$ cat src/rtl/ibex_fetch_fifo_pkg.sv
// Shared types and constants for the instruction fetch FIFO.
// Entry layout, depth derivation and the compressed-opcode test.
package ibex_fetch_fifo_pkg;

    localparam logic [1:0] OPCODE_C_MASK = 2'b11;

    typedef struct packed {
        logic [31:0] rdata;
        logic        err;
        logic        valid;
    } fifo_entry_t;

    function automatic int fifo_depth(input int num_reqs);
        return num_reqs + 1;
    endfunction

    function automatic logic is_compressed(input logic [1:0] op);
        return (op & OPCODE_C_MASK) != OPCODE_C_MASK;
    endfunction

endpackage

$ cat src/rtl/ibex_fetch_fifo_if.sv
// Bus-response input and IF-stage output bundle of the fetch FIFO.
// master: prefetch controller / IF side, slave: the FIFO itself.
interface ibex_fetch_fifo_if #(
    parameter int NUM_REQS = 2
);
    logic                clear_i;
    logic [NUM_REQS-1:0] busy_o;
    logic                in_valid_i;
    logic [31:0]         in_addr_i;
    logic [31:0]         in_rdata_i;
    logic                in_err_i;
    logic                out_valid_o;
    logic                out_ready_i;
    logic [31:0]         out_rdata_o;
    logic [31:0]         out_addr_o;
    logic                out_err_o;
    logic                out_err_plus2_o;

    modport master (
        output clear_i, in_valid_i, in_addr_i,
        output in_rdata_i, in_err_i, out_ready_i,
        input  busy_o, out_valid_o, out_rdata_o,
        input  out_addr_o, out_err_o, out_err_plus2_o
    );

    modport slave (
        input  clear_i, in_valid_i, in_addr_i,
        input  in_rdata_i, in_err_i, out_ready_i,
        output busy_o, out_valid_o, out_rdata_o,
        output out_addr_o, out_err_o, out_err_plus2_o
    );

endinterface

$ cat src/rtl/ibex_fetch_fifo.sv
// Instruction fetch FIFO: stores bus words, realigns them into
// 16/32-bit instructions and hands one per cycle to the IF stage.
module ibex_fetch_fifo
    import ibex_fetch_fifo_pkg::*;
#(
    parameter int NUM_REQS = 2
) (
    input  logic              clk_i,
    input  logic              rst_i,
    ibex_fetch_fifo_if.slave  bus
);

    localparam int DEPTH = fifo_depth(NUM_REQS);

    fifo_entry_t r_entries [DEPTH];
    logic [31:0] r_pc;

    fifo_entry_t w_in;
    fifo_entry_t w_head;
    fifo_entry_t w_ext [DEPTH+1];
    fifo_entry_t w_next [DEPTH];
    logic        w_sec_valid;
    logic        w_sec_err;
    logic [15:0] w_sec_lo;
    logic        w_unaligned;
    logic        w_comp;
    logic        w_wide;
    logic        w_head_err;
    logic        w_valid;
    logic        w_err;
    logic        w_accept;
    logic        w_inc4;
    logic        w_pop;
    logic        w_push;
    logic [NUM_REQS-1:0] w_busy;

    assign w_in = {bus.in_rdata_i, bus.in_err_i, bus.in_valid_i};

    // Head and second word, bypassing the incoming word into empty slots
    always_comb begin
        w_head      = r_entries[0].valid ? r_entries[0] : w_in;
        w_sec_valid = r_entries[1].valid
                    | (r_entries[0].valid & bus.in_valid_i);
        w_sec_err   = 1'b0;
        w_sec_lo    = '0;
        if (r_entries[1].valid) begin
            w_sec_err = r_entries[1].err;
            w_sec_lo  = r_entries[1].rdata[15:0];
        end else if (r_entries[0].valid && bus.in_valid_i) begin
            w_sec_err = bus.in_err_i;
            w_sec_lo  = bus.in_rdata_i[15:0];
        end
    end

    assign w_unaligned = r_pc[1];
    assign w_comp      = w_unaligned ? is_compressed(w_head.rdata[17:16])
                                     : is_compressed(w_head.rdata[1:0]);
    assign w_wide      = w_unaligned & ~w_comp;
    assign w_head_err  = w_head.valid & w_head.err;
    assign w_valid     = w_head.valid & (~w_wide | w_sec_valid | w_head.err);
    assign w_err       = w_head_err | (w_wide & w_sec_err);

    assign w_accept = w_valid & bus.out_ready_i & ~bus.clear_i;
    assign w_inc4   = ~w_comp | w_err;
    assign w_pop    = w_accept & (w_unaligned | w_inc4);
    assign w_push   = bus.in_valid_i & ~bus.clear_i;

    // Stored words followed by the incoming one, then shifted by the pop
    always_comb begin
        logic prev_valid;
        prev_valid = 1'b1;
        for (int j = 0; j < DEPTH; j++) begin
            if (r_entries[j].valid) begin
                w_ext[j] = r_entries[j];
            end else if (w_push && prev_valid) begin
                w_ext[j] = w_in;
            end else begin
                w_ext[j] = '0;
            end
            prev_valid = r_entries[j].valid;
        end
        w_ext[DEPTH] = (w_push && prev_valid) ? w_in : '0;
        for (int i = 0; i < DEPTH; i++) begin
            w_next[i] = w_pop ? w_ext[i+1] : w_ext[i];
        end
    end

    // Occupancy of the upper entries, from registered state only
    always_comb begin
        for (int i = 0; i < NUM_REQS; i++) begin
            w_busy[i] = r_entries[DEPTH-NUM_REQS+i].valid;
        end
    end

    // Entry storage and PC update
    always_ff @(posedge clk_i or posedge rst_i) begin
        if (rst_i) begin
            for (int i = 0; i < DEPTH; i++) begin
                r_entries[i] <= '0;
            end
            r_pc <= '0;
        end else if (bus.clear_i) begin
            for (int i = 0; i < DEPTH; i++) begin
                r_entries[i] <= '0;
            end
            r_pc <= bus.in_addr_i & 32'hFFFF_FFFE;
        end else begin
            r_entries <= w_next;
            if (w_accept) begin
                r_pc <= r_pc + (w_inc4 ? 32'd4 : 32'd2);
            end
        end
    end

    assign bus.busy_o          = w_busy;
    assign bus.out_valid_o     = w_valid;
    assign bus.out_addr_o      = r_pc;
    assign bus.out_err_o       = w_err;
    assign bus.out_err_plus2_o = w_wide & ~w_head_err & w_sec_err;
    assign bus.out_rdata_o     = w_unaligned
                               ? {w_sec_lo, w_head.rdata[31:16]}
                               : w_head.rdata;

    no_overflow: assert property (
        @(posedge clk_i) disable iff (rst_i)
        !(w_push && r_entries[DEPTH-1].valid && !w_pop)
    );

endmodule

$ cat src/flat_wrapper.sv
// flat-port wrapper written by rule: the top's interface ports become plain ports
module ibex_fetch_fifo_flat import ibex_fetch_fifo_pkg::*;
#(
    parameter int NUM_REQS = 2
)
  (clk_i, rst_i, bus_clear_i, bus_in_valid_i, bus_in_addr_i, bus_in_rdata_i, bus_in_err_i, bus_out_ready_i, bus_busy_o, bus_out_valid_o, bus_out_rdata_o, bus_out_addr_o, bus_out_err_o, bus_out_err_plus2_o);
  ibex_fetch_fifo_if #(.NUM_REQS(NUM_REQS)) bus_i ();
  input  logic clk_i;
  input  logic rst_i;
  input wire logic [$bits(bus_i.clear_i)-1:0] bus_clear_i;
  input wire logic [$bits(bus_i.in_valid_i)-1:0] bus_in_valid_i;
  input wire logic [$bits(bus_i.in_addr_i)-1:0] bus_in_addr_i;
  input wire logic [$bits(bus_i.in_rdata_i)-1:0] bus_in_rdata_i;
  input wire logic [$bits(bus_i.in_err_i)-1:0] bus_in_err_i;
  input wire logic [$bits(bus_i.out_ready_i)-1:0] bus_out_ready_i;
  output wire logic [$bits(bus_i.busy_o)-1:0] bus_busy_o;
  output wire logic [$bits(bus_i.out_valid_o)-1:0] bus_out_valid_o;
  output wire logic [$bits(bus_i.out_rdata_o)-1:0] bus_out_rdata_o;
  output wire logic [$bits(bus_i.out_addr_o)-1:0] bus_out_addr_o;
  output wire logic [$bits(bus_i.out_err_o)-1:0] bus_out_err_o;
  output wire logic [$bits(bus_i.out_err_plus2_o)-1:0] bus_out_err_plus2_o;
  assign bus_i.clear_i = bus_clear_i;
  assign bus_i.in_valid_i = bus_in_valid_i;
  assign bus_i.in_addr_i = bus_in_addr_i;
  assign bus_i.in_rdata_i = bus_in_rdata_i;
  assign bus_i.in_err_i = bus_in_err_i;
  assign bus_i.out_ready_i = bus_out_ready_i;
  assign bus_busy_o = bus_i.busy_o;
  assign bus_out_valid_o = bus_i.out_valid_o;
  assign bus_out_rdata_o = bus_i.out_rdata_o;
  assign bus_out_addr_o = bus_i.out_addr_o;
  assign bus_out_err_o = bus_i.out_err_o;
  assign bus_out_err_plus2_o = bus_i.out_err_plus2_o;
  ibex_fetch_fifo #(.NUM_REQS(NUM_REQS)) u_core (.clk_i(clk_i), .rst_i(rst_i), .bus(bus_i));
endmodule
$ cat config.mk
export PLATFORM = sky130hd
export DESIGN_NAME = ibex_fetch_fifo_flat
export DESIGN_NICKNAME = d
export VERILOG_FILES = /design/src/rtl/ibex_fetch_fifo_pkg.sv /design/src/rtl/ibex_fetch_fifo_if.sv /design/src/rtl/ibex_fetch_fifo.sv /design/src/flat_wrapper.sv
export SDC_FILE = /design/constraint.sdc
export NUM_CORES = 1
export LEC_CHECK = 0
export ABC_AREA = 1
export BUFFER_PORTS_ARGS = -buffer_cell sky130_fd_sc_hd__buf_2
export CAP_MARGIN = 30
export CORE_UTILIZATION = 50
export CTS_CLUSTER_DIAMETER = 100
export DETAILED_ROUTE_END_ITERATION = 10
export GPL_ROUTABILITY_DRIVEN = 0
export GPL_TIMING_DRIVEN = 0
export PLACE_DENSITY = 0.72
export RECOVER_POWER = 25
export SLEW_MARGIN = 20
export SYNTH_ARGS = -nofsm -noshare
export SYNTH_HDL_FRONTEND = slang
export SYNTH_SLANG_ARGS = --single-unit
$ cat constraint.sdc
create_clock -name clk_i -period 11.9 [get_ports clk_i]
set_clock_uncertainty 0.2 [all_clocks]
set_input_delay 0 -clock clk_i [delete_from_list [all_inputs] [get_ports clk_i]]
set_output_delay 0 -clock clk_i [all_outputs]
set_load 0.01 [all_outputs]
==> impl_metrics.tcl, run 1 <==
set metrics [dict create \
    status "finished, violations left" \
    yosys.area.top_type "dfrtp_1" \
    slew_headroom_pct -117 \
    grt_remaining_overflow 0 \
    grt_max_degree 69 \
    path_common_cell "nor2_1" \
    synth_top_family_by_area "simple AND/OR/NAND/NOR gates" \
    intPower_uw 1070 \
    crit_family "buffers and inverters" \
    synth_compound_area_share_pct 11.8 \
    r2r_cells 16 \
    portBuffers 136 \
    use_met3_pct 8.81 \
    ys_types 38 \
    fmax_ghz 0.224 \
    die_w_um 137 \
    synth_seq_area_share_pct 36.4 \
    ys.flop_type "dfrtp_1" \
    grt_use_met2_pct 51.4 \
    crit_path_max_incr_delay_ns 0.58 \
    root_buffer "clkbuf_16" \
    grt_use_met1_pct 48.6 \
    pin_count 139 \
    switching_share_pct 35.6 \
    cts.sinks 133 \
    hold_viol 0 \
    synth_top_area_share_pct 36.4 \
    ctsLongestPathBuffers 2 \
    tns_ns 0 \
    ys_async_sr_fraction_pct 100 \
    path_class "flop to flop" \
    clock_latency_ns 0.44 \
    worstMarginPinSlew_ns 3.24 \
    critPathLaunchType "flop" \
    drive_gt1_share_pct 11.0 \
    synth_edf_count 0 \
    wl_per_cell_um 16.5 \
    syn_nets 1524 \
    row_count 49 \
    num_antenna_cells 0 \
    synth_mux_area_share_pct 0 \
    cp_data_arrival_time_ns 4.59 \
    nets 1758 \
    r2r_start "u_core.bus.busy_o[0]$_DFF_PP0_" \
    hp-start "bus_in_addr_i[21]" \
    synth_warnings 0 \
    cpMaxStageDelayCell "dlygate4sd3_1" \
    routed_wl_um 31800 \
    min_path_cells 4 \
    hold_end "u_core.bus.out_addr_o[21]$_DFFE_PP0N_" \
    required_ns 12.02 \
    first_iter_violations 1041 \
    synthCells 1450 \
    top_usage_layer "met2" \
    routed_via_density 5.40 \
    finalCritPeriodShare_pct 37.6 \
    report.final.slew_viol_count 68 \
    layout_commonest_cell "nand2_1" \
    place_hpwl_um 23100 \
    pre_cts_ws_ns 8.02 \
    min_path_type "input pin to flop" \
    seqPwrFrac_pct 33.3 \
    p_leak_uw 0.00601 \
    fin_ws_ns 7.43 \
    power_switching_uw 589 \
    netlist_area_um2 9130 \
    p_clk_share_pct 35.9 \
    synthSimpleGateAreaFrac_pct 38.5 \
    synthAdderAreaFrac_pct 0.630 \
    path_cells "clkbuf_1 -> clkbuf_1 -> o21ai_0 -> nand4_1 -> nand2_1 -> nor2_1 -> ha_1 -> fa_1 -> nand2_1 -> nor2_1 -> inv_1 -> nor3_1 -> nor2_1 -> o21ai_0 -> a31oi_1 -> dlygate4sd3_1" \
    peakVddDrop_mv 0.109 \
    reg2reg_slack_ns 7.43 \
    core_um2 17900 \
    grt_pass1_wl_um 49100 \
    cts_made_buffers 17 \
    synth-seq-cells 133 \
    worstSetupEndpointType "flop" \
    p_comb_share_pct 30.8 \
    cts_max_level 4 \
    rsz0062_at_grt "false" \
    setup_viol 0 \
    drc_errors 0 \
    cts_tree "done" \
    drt_pass1_iterations 7 \
    synthXorXnorAreaFrac_pct 1.92 \
    die_y_um 137 \
    final_core_util_pct 64.4 \
    worst_r2r_endpoint "u_core.bus.out_addr_o[9]$_DFFE_PP0N_" \
    powerDensity_nw_per_um2 144 \
    violations "max-capacitance violations, max-slew violations" \
    clk_pin_slew_ns 0.06 \
    synth_area_leaders "dfrtp_1 (36%), nand2_1 (23%), nor2_1 (8.4%)" \
    final_cell_mix "nand2_1 (563), nor2_1 (204), inv_1 (134)" \
    grt_pass1_vias 9422 \
    ant_nets 0 \
    min_period_ns 4.47 \
    crit_path_max_fanout 10 \
    antenna_found_initial 0 \
    die_area_um2 18800 \
    vias 10400 \
    avgSynthCellArea_um2 6.30 \
    initial_utilization_pct 51.0 \
    maxCapViolCount 1 \
    area_delta_synth_final_pct 26.2 \
    critical_path_buf_inv_count 4 \
    grt_use_total_pct 34.7 \
]
registers in the layout, indices dropped and copies added, names as in the netlist:
signal and flops:
u_core.bus.busy_o 2, u_core.bus.out_addr_o 31, u_core.r_entries 100
worst min-delay path, stage by stage:
cell and delay (ns):
dlygate4sd3_1 0.51, buf_2 0.09, nand2_1 0.04, nand3_1 0.06
power by group through the flow:
stage / Combinational (uW) / Sequential (uW) / Clock [uW]
after floorplan: 307 / 552 / 0
after global placement: 469 / 555 / 0
after detailed placement: 476 / 555 / 0
after CTS: 503 / 548 / 590
after global routing: 564 / 556 / 607
final: 510 / 550 / 594
per-layer routing:
metal | vias up | wire length (um)
li1 | 5001 | -
met1 | 4771 | 13600
met2 | 558 | 14000
met3 | 74 | 3380
met4 | 0 | 855
met5 | - | 0
Yosys cell counts, types with 2 or more instances:
cell type	n
a31oi_1	6
buf_6	8
buf_4	4
ha_1	3
o21ai_0	77
inv_1	135
xnor2_1	6
nor4_1	2
nor2_1	204
buf_1	7
nand4_1	9
a211oi_1	14
a21oi_1	31
o211ai_1	15
o21ai_1	8
nor3_1	13
buf_2	25
nand3_1	72
nand2_2	2
dfrtp_1	133
clkbuf_1	45
nor2_4	3
o21bai_1	21
xor2_1	14
inv_2	5
nand2_1	563
nand3b_1	3
nand3_2	2
o31ai_1	11
metrics by stage:
step	cell area, um^2	hold slack, ns	total power [uW]	std cells
5_1_grt	11500	0.127	1730	1926
2_1_floorplan	9130	-0.0671	859	1450
4_1_cts	11600	0.108	1640	1926
3_5_place_dp	10100	-0.115	1030	1816
3_3_place_gp	10100	0.0164	1020	1815
6_report	11500	0.102	1650	1926
worst max path at each step:
stage / start / end / slack [ns] / cells past startpoint
2_1_floorplan: rst_i / u_core.bus.busy_o[0]$_DFF_PP0_ / 8.15 / 1
3_3_place_gp: rst_i / u_core.r_entries[25]$_DFF_PP0_ / 6.29 / 2
3_5_place_dp: u_core.bus.busy_o[0]$_DFF_PP0_ / u_core.bus.out_addr_o[17]$_DFFE_PP0N_ / 8.02 / 15
4_1_cts: u_core.bus.busy_o[0]$_DFF_PP0_ / u_core.bus.out_addr_o[9]$_DFFE_PP0N_ / 7.59 / 16
5_1_grt: u_core.bus.busy_o[0]$_DFF_PP0_ / u_core.bus.out_addr_o[9]$_DFFE_PP0N_ / 7.12 / 16
6_report: u_core.bus.busy_o[0]$_DFF_PP0_ / u_core.bus.out_addr_o[9]$_DFFE_PP0N_ / 7.43 / 16
layout make-up:
cell class / count / area (um^2)
Fill cell: 1693 / 6380
Buffer: 89 / 440
Multi-Input combinational cell: 1088 / 4840
Inverter: 140 / 527
Sequential cell: 133 / 3330
Tap cell: 229 / 287
Clock buffer: 25 / 515
Clock inverter: 7 / 140
Timing Repair Buffer: 215 / 1450
kinds of logic after synthesis:
logic type / count (synthesis)
AOI/OAI and AO/OA: 184
xor gates and xnor gates: 20
adders and majority gates: 4
buffers and inverters: 229
DFF: 133
other: 1
and+or+nand+nor: 879
timing repair:
item	CTS	global route
gates resized for setup	0	0
endpoints found under the setup margin	0	0
hold buffers	78	0
setup buffers	0	0
endpoints found under the hold margin	253	0
Power figures use the tool's default switching activity.
==> run 2: changes to the inputs <==
--- a/config.mk
+++ b/config.mk
@@ -5,7 +5,7 @@
 export SDC_FILE = /design/constraint.sdc
 export NUM_CORES = 1
 export LEC_CHECK = 0
-export ABC_AREA = 1
+export ABC_AREA = 0
 export BUFFER_PORTS_ARGS = -buffer_cell sky130_fd_sc_hd__buf_2
 export CAP_MARGIN = 30
 export CORE_UTILIZATION = 50
@@ -13,7 +13,7 @@
 export DETAILED_ROUTE_END_ITERATION = 10
 export GPL_ROUTABILITY_DRIVEN = 0
 export GPL_TIMING_DRIVEN = 0
-export PLACE_DENSITY = 0.72
+export PLACE_DENSITY = 0.73
 export RECOVER_POWER = 25
 export SLEW_MARGIN = 20
 export SYNTH_ARGS = -nofsm -noshare
==> constraint.sdc (replaced) <==
create_clock -name clk_i -period 4.4 [get_ports clk_i]
set_clock_uncertainty 0.2 [all_clocks]
set_input_delay 0 -clock clk_i [delete_from_list [all_inputs] [get_ports clk_i]]
set_output_delay 0 -clock clk_i [all_outputs]
set_load 0.01 [all_outputs]
==> run 2 against run 1 <==
Compared with the run above: the flow still finishes with violations (max-capacitance violations, max-slew violations); critical path type unchanged; sequential power increased to 2.5 times the previous value; sequential share of layout area increased by 3.9 points; largest cell class unchanged; critical endpoint is now u_core.bus.out_addr_o[28]$_DFFE_PP0N_; die area decreased by 13%; clock power increased to 2.7 times the previous value; synthesized cell count decreased by 40%; setup slack got worse by 7.2 ns.
==> impl_metrics.tcl, run 2 <==
set metrics [dict create \
    switching_share_pct 30.3 \
    cts_made_buffers 17 \
    initial_utilization_pct 51.5 \
    wl_met3_um 2720 \
    slew_headroom_pct -38.5 \
    grt_remaining_overflow 0 \
    design_area_um2 10200 \
    powerDensity_nw_per_um2 371 \
    tns_ns 0 \
    p_clk_share_pct 42.2 \
    seqPwrFrac_pct 36.6 \
    met2_wirelength_um 12400 \
    p_comb_share_pct 21.1 \
    critPathLaunchType "flop" \
    synth_edf_count 0 \
    layout_commonest_cell "dfrtp_1" \
    cts_resized 0 \
    avgSynthCellArea_um2 9.09 \
    top_layer "met4" \
    ys.flop_type "dfrtp_1" \
    hold_viol 0 \
    required_ns 4.52 \
    rsz0062_at_grt "false" \
    synth_warnings 0 \
    intPower_uw 2620 \
    drive_gt1_share_pct 18.0 \
    clk_pin_slew_ns 0.06 \
    portBuffers 135 \
    first_iter_violations 1003 \
    antenna_found_initial 0 \
    netlist_area_um2 7890 \
    finalCritPeriodShare_pct 94.8 \
    synthCells 868 \
    grt_max_degree 89 \
    ant_nets 0 \
    setup_viol 0 \
    violations "max-capacitance violations, max-slew violations" \
    die_y_um 128 \
    vias 8311 \
    syn_nets 942 \
    cts_hold_buffers 69 \
    cts.sinks 133 \
    cts_setup_buffers 0 \
    r2r_cells 12 \
    clock_latency_ns 0.43 \
    drc_errors 0 \
    place_hpwl_um 18800 \
    worstSetupEndpointType "flop" \
    fillers 1302 \
    min_period_ns 4.17 \
    core_um2 15300 \
    fmax_ghz 0.240 \
    cts_max_level 4 \
    min_path_type "input pin to flop" \
    report.final.slew_viol_count 47 \
    drt_pass1_iterations 5 \
    yosysMostFrequentCell "dfrtp_1" \
    path_class "flop to flop" \
    power_switching_uw 1140 \
    crit_path_max_fanout 10 \
    final_cell_mix "dfrtp_1 (133), buf_2 (115), clkbuf_1 (101)" \
    die_area_um2 16300 \
    met1_length_um 11400 \
    fin_total_pwr_uw 3760 \
    synth-seq-cells 133 \
    regMostFlops "u_core.r_entries" \
    min_path_cells 4 \
    pin_count 139 \
    place_area_um2 8860 \
    die_w_um 128 \
    synth_seq_area_share_pct 42.2 \
    largest_reg_flops 100 \
    ctsLongestPathBuffers 2 \
    root_buffer "clkbuf_16" \
    synthTopCellsByCount "dfrtp_1 (133), a21oi_1 (76), clkbuf_1 (68)" \
    grt_pass1_wl_um 43400 \
    synth_top_area_share_pct 42.2 \
    routed_wl_um 27400 \
    ys_async_sr_fraction_pct 100 \
    grt_use_total_pct 35.0 \
    worstMarginPinSlew_ns 2.07 \
    row_count 45 \
    cp_data_arrival_time_ns 4.29 \
    p_leak_uw 0.00423 \
    area_delta_synth_final_pct 28.7 \
    maxCapViolCount 1 \
    cts_tree "done" \
    nets 1167 \
    ys_types 52 \
    yosys.area.top_type "dfrtp_1" \
    routed_via_density 6.31 \
    synth_area_leaders "dfrtp_1 (42%), a22oi_1 (4.9%), a21oi_1 (4.8%)" \
    grt_pass1_vias 7960 \
    status "finished, violations left" \
    peakVddDrop_mv 0.304 \
    wl_per_cell_um 20.8 \
    num_antenna_cells 0 \
]
[run 2: logic make-up (layout without fill, tap and decap cells)]
group / after synthesis / count (layout) / share of synthesized area [%]
AOI/OAI and AO/OA: 289 / 289 / 24.9
xor gates and xnor gates: 13 / 13 / 1.44
adders and majority gates: 4 / 4 / 0.730
buffers and inverters: 97 / 335 / 4.96
DFF: 133 / 133 / 42.2
muxes: 30 / 30 / 6.25
other: 1 / 1 / 0.0475
and+or+nand+nor: 301 / 301 / 19.5
[run 2: cell type report]
type | instances | area [um^2] | area share [%]
buffer | 89 | 362 | 3.56
clock inverter | 15 | 229 | 2.26
sequential | 133 | 3330 | 32.8
multi-input combinational | 638 | 4170 | 41.1
clock buffer | 17 | 425 | 4.19
inverter | 8 | 31.3 | 0.308
timing repair buffer | 206 | 1340 | 13.2
tap | 211 | 264 | 2.60
[run 2: through the flow]
stage               std cells  hold WS, ns  util, %  setup WS (ns)
global placement         1214      0.00997     57.6          -1.11
global route             1317       0.0379     66.3         0.0957
finish                   1317       0.0276     66.3          0.228
CTS                      1316      0.00521     66.7          0.278
floorplan                 868      -0.0843        -          0.646
detailed placement       1215       -0.183     57.9          0.473
[run 2: per-layer routing]
metal,vias up,global-route usage [%]
met1,4050,48.4
met4,0,14.3
li1,3704,-
met2,495,53.1
met5,-,0
met3,62,8.17
[run 2: path summary, 6_finish.rpt]
check / from / to / slack [ns]
setup / recovery: u_core.r_entries[68]$_DFF_PP0_ / u_core.bus.out_addr_o[28]$_DFFE_PP0N_ / 0.23
hold / removal: bus_out_ready_i / u_core.bus.out_addr_o[20]$_DFFE_PP0N_ / 0.03
setup reg to reg: u_core.r_entries[68]$_DFF_PP0_ / u_core.bus.out_addr_o[28]$_DFFE_PP0N_ / 0.23
hold reg to reg: u_core.r_entries[72]$_DFFE_PP0P_ / u_core.r_entries[72]$_DFFE_PP0P_ / 0.28
max in group asynchronous: rst_i / u_core.r_entries[94]$_DFFE_PP0P_ / 0.88
min in group asynchronous: rst_i / u_core.bus.out_addr_o[10]$_DFFE_PP0N_ / 1.02
[run 2: power by group through the flow]
stage               clock, uW  combinational (uW)  sequential, uW
floorplan                   0                 438            1390
global placement            0                 722            1390
detailed placement          0                 736            1390
CTS                      1600                 787            1370
global route             1660                 857            1390
finish                   1590                 795            1380
[run 2: critical path: stages (launching register included)]
cell and delay, ns:
dfrtp_1 0.45, buf_2 0.29, clkbuf_1 0.42, mux4_2 0.42, a21o_1 0.21, ha_1 0.27
a21oi_1 0.29, and4b_1 0.25, clkbuf_1 0.22, nand3_1 0.20, mux2i_1 0.21, nand2_1 0.06
dlygate4sd3_1 0.56
